[src/rtl/jt12_slot_wr.sv]
// Slot sequencer and write injector for a per-slot recirculating delay line.
// Clears the ring after reset, then recirculates din and overwrites one requested slot as it passes.
module jt12_slot_wr #(
    parameter int width  = 8,
    parameter int stages = 24
) (
    input  logic             clk,
    input  logic             rst,
    input  logic             clk_en,
    input  logic             wr_req,
    input  logic [4:0]       wr_slot,
    input  logic [width-1:0] wr_data,
    input  logic [width-1:0] din,
    output logic [width-1:0] dout,
    output logic [4:0]       slot,
    output logic             zero,
    output logic             busy,
    output logic             wr_ack,
    output logic             wr_err
);

    localparam logic [1:0] ST_CLEAR = 2'd0;
    localparam logic [1:0] ST_IDLE  = 2'd1;
    localparam logic [1:0] ST_PEND  = 2'd2;

    localparam logic [4:0] LAST_SLOT = 5'(stages - 1);
    localparam logic [5:0] NUM_SLOTS = 6'(stages);

    logic [1:0]       state;
    logic [4:0]       clr_cnt;
    logic [4:0]       pend_slot;
    logic [width-1:0] pend_data;
    logic             commit;

    assign commit = (state == ST_PEND) && (slot == pend_slot);
    assign zero   = (slot == 5'd0);
    assign busy   = (state != ST_IDLE);

    // The ring input is forced to zero while clearing and replaced by the pending word on its slot.
    always_comb begin
        dout = din;
        if (state == ST_CLEAR)
            dout = '0;
        else if (commit)
            dout = pend_data;
    end

    always_ff @(posedge clk or posedge rst) begin
        if (rst) begin
            slot      <= 5'd0;
            state     <= ST_CLEAR;
            clr_cnt   <= 5'd0;
            pend_slot <= 5'd0;
            pend_data <= '0;
            wr_ack    <= 1'b0;
            wr_err    <= 1'b0;
        end else begin
            // Status pulses last exactly one clk cycle, independent of clk_en.
            wr_ack <= 1'b0;
            wr_err <= 1'b0;
            if (clk_en) begin
                slot <= (slot == LAST_SLOT) ? 5'd0 : slot + 5'd1;
                case (state)
                    ST_CLEAR: begin
                        if (clr_cnt == LAST_SLOT) begin
                            clr_cnt <= 5'd0;
                            state   <= ST_IDLE;
                        end else begin
                            clr_cnt <= clr_cnt + 5'd1;
                        end
                    end
                    ST_IDLE: begin
                        if (wr_req) begin
                            if ({1'b0, wr_slot} < NUM_SLOTS) begin
                                pend_slot <= wr_slot;
                                pend_data <= wr_data;
                                state     <= ST_PEND;
                            end else begin
                                wr_err <= 1'b1;
                            end
                        end
                    end
                    ST_PEND: begin
                        if (commit) begin
                            wr_ack <= 1'b1;
                            state  <= ST_IDLE;
                        end
                    end
                    default: state <= ST_CLEAR;
                endcase
            end
        end
    end

endmodule
[config.mk]
export PLATFORM = sky130hd
export DESIGN_NAME = jt12_slot_wr
export DESIGN_NICKNAME = d
export VERILOG_FILES = /design/src/rtl/jt12_slot_wr.sv
export SDC_FILE = /design/constraint.sdc
export NUM_CORES = 1
export LEC_CHECK = 0
export CAP_MARGIN = 15
export CORE_MARGIN = 2
export CORE_UTILIZATION = 35
export CTS_BUF_LIST = sky130_fd_sc_hd__clkbuf_8
export CTS_CLUSTER_DIAMETER = 100
export DETAILED_ROUTE_END_ITERATION = 6
export GPL_TIMING_DRIVEN = 1
export SYNTH_ARGS = -nofsm -noshare
export SYNTH_HDL_FRONTEND = slang
export SYNTH_SLANG_ARGS = --single-unit
[constraint.sdc]
create_clock -name clk -period 1.6 [get_ports clk]
set_input_delay 0.24 -clock clk [delete_from_list [all_inputs] [get_ports clk]]
set_output_delay 0.24 -clock clk [all_outputs]
set_load 0.005 [all_outputs]
==> results.cfg <==
[sta]
timing.hold.ws_ns = 0.324
hold_violations = 0
tns_ns = -2.17
finalSetupViolCount = 8
worst_pin_slew_ns = 0.345
drv_slew = 0
fin_crit_sh_pct = 120
skew_ns = 0.00600
max_slew_margin_pct = 77.0
max_freq_mhz = 519
fin_crit_ns = 1.93
rsz0062_at_grt = true
worst_slack_ns = -0.325

[setup_path]
path_class = reg -> out
crit_required_ns = 1.36
r2r_slack_ns = 0.05
cp_max_fo = 4
arrival_ns = 1.69
startpoint_type = flip-flop
end_kind = output port

[logic_synthesis]
yosysTopAreaCell = dfrtp_1
synth_flop_cell = dfrtp_1
ys_ff_latch = 27
synth_area_mm2 = 0.00153
synthCells = 145
synthesis.nets = 173
synth.distinct_cells = 31
synth_enable_flop_cells = 0
synthArstFlopShare_pct = 100
ys_top_cells_by_area = dfrtp_1 (44%), mux2_2 (9.6%), o211ai_2 (6.5%)
yosysWarningCount = 0
avgSynthCellArea_um2 = 10.6
synth_top_area_share_pct = 44.1
yosysSeqAreaShare_pct = 44.1

[final_layout]
antenna_cells = 0
nNetsFinal = 242
fin_cells = 265
drive_above_1_share_pct = 36.2
syn_to_final_growth_pct = 49.7
final_cell_mix = clkdlybuf4s50_1 (28), dfrtp_1 (25), nand2_1 (23)
final_common_cell = clkdlybuf4s50_1

[drt]
wl_per_cell_um = 13.8
drtIter0Drc = 57
routed_wl_mm = 3.66
vias_per_cell = 5.02
route.antenna.remaining_nets = 0
dr.pass1.iters = 4
drc = 0
num_vias = 1330

[grt]
grt_antenna_before_repair = 0
grt_max_degree = 28
grt_overflow = 0
grt_use_total_pct = 15.7
grt_pass1_wl_mm = 6.27
grt_pass1_vias = 1357

[floorplan]
rows = 24
ios = 42
start_util_pct = 35.7
die_x_um = 70.2
dieArea_mm2 = 0.00492
fp.dieH_um = 70.2
core_area_mm2 = 0.00429

[place]
dpl.hpwl_mm = 2.74
place_congestion = 0.698
port_buffers = 41
place_inst = 255

[worst_hold_path]
hp-class = in -> async

[clock_network]
clkTransAtPathRegs_ns = 0.09
clockBufferDepth = 2
cts_sinks = 27
root_buffer = clkbuf_8
cts_tree = built
cts_hold_buf = 0
clk_latency_ns = 0.27
htreeDepth = 1
cts_made_buffers = 3

[job]
max_cap_violations = 0

[power]
p_total_mw = 3.52
ir_drop_v = 0.000710
p_leak_nw = 1.06
power_density_mw_per_mm2 = 1530

[run_status]
violations = negative setup slack
status = finished with violations
Yosys cell counts, drive strengths merged (2+ instances only):
library cell and n:
a21o 3, buf 5, clkbuf 2, dfrtp 27, ha 3, inv 5
mux2 13, nand2 23, nand2b 2, nand3 5, nand3b 3, nand4 2
nand4b 2, nor2 10, nor3 2, o211ai 17, o21ai 6, or3 2
xnor2 7
area by class of cell:
class,instances,area [um^2]
inverters,5,23.8
clock buffers,3,41.3
repair buffers,70,628
well taps,52,65.1
flip-flops and latches,27,678
clock inverters,1,3.75
fillers,370,2000
multi-input cells,107,855
cells by family after synthesis:
kind of cell               Yosys count  synth area share (%)
AOI/OAI and AO/OA                   29                  15.6
adders and majority gates            3                  2.45
and+or+nand+nor                     54                  18.4
buffers and inverters               12                  4.65
xor gates and xnor gates             7                  5.22
muxes                               13                  9.55
DFF                                 27                  44.1
sequential cells by signal, indices dropped and copies added (netlist names):
register and cells:
clr_cnt 5, pend_data 8, pend_slot 5, slot 5, state 2, wr_ack 1
wr_err 1
worst max-delay path: stages (launching register included):
cell	delay, ns
dfrtp_2	0.45
xnor2_4	0.18
nand3_4	0.09
or2_4	0.28
buf_6	0.14
o211ai_2	0.14
buf_2	0.13
worst paths after layout:
path                            cells past startpoint          from            to
worst max-delay path                                6  pend_slot[2]       dout[0]
worst min-delay path                                3           rst       slot[3]
worst max register to register                      6       slot[3]      state[0]
worst min register to register                      1  pend_data[3]  pend_data[3]
max in group asynchronous                           3           rst  pend_slot[2]
min in group clk                                    4        clk_en        wr_err
what timing repair did:
action / CTS / global route
resized for setup: 54 / 8
cloned: 1 / 0
setup buffers: 3 / 2
endpoints found under the setup margin: 12 / 13
pin swaps: 17 / 9
routing by layer:
| metal | global-route usage (%) | wire (um) | up-vias |
|---|---|---|---|
| li1 | - | - | 647 |
| met2 | 26.8 | 1870 | 29 |
| met4 | 5.13 | 72 | 0 |
| met3 | 3.46 | 118 | 8 |
| met5 | 0 | 0 | - |
| met1 | 19.9 | 1600 | 646 |
metrics by stage:
step           util, %  worst slack [ns]  instance area (um^2)
6_report          53.4            -0.325                  2290
2_1_floorplan        -           0.00850                  1550
5_1_grt           53.4            -0.394                  2290
3_3_place_gp      50.4            -0.485                  2160
4_1_cts           52.4            -0.340                  2250
3_5_place_dp      50.4            -0.543                  2160
power by group:
part	switching [mW]	total, mW	internal (mW)
Clock	0.209	0.381	0.172
Combinational	0.894	2.01	1.11
Sequential	0.215	1.13	0.914
Total	1.32	3.52	2.20
(Power assumes the default switching activity.)
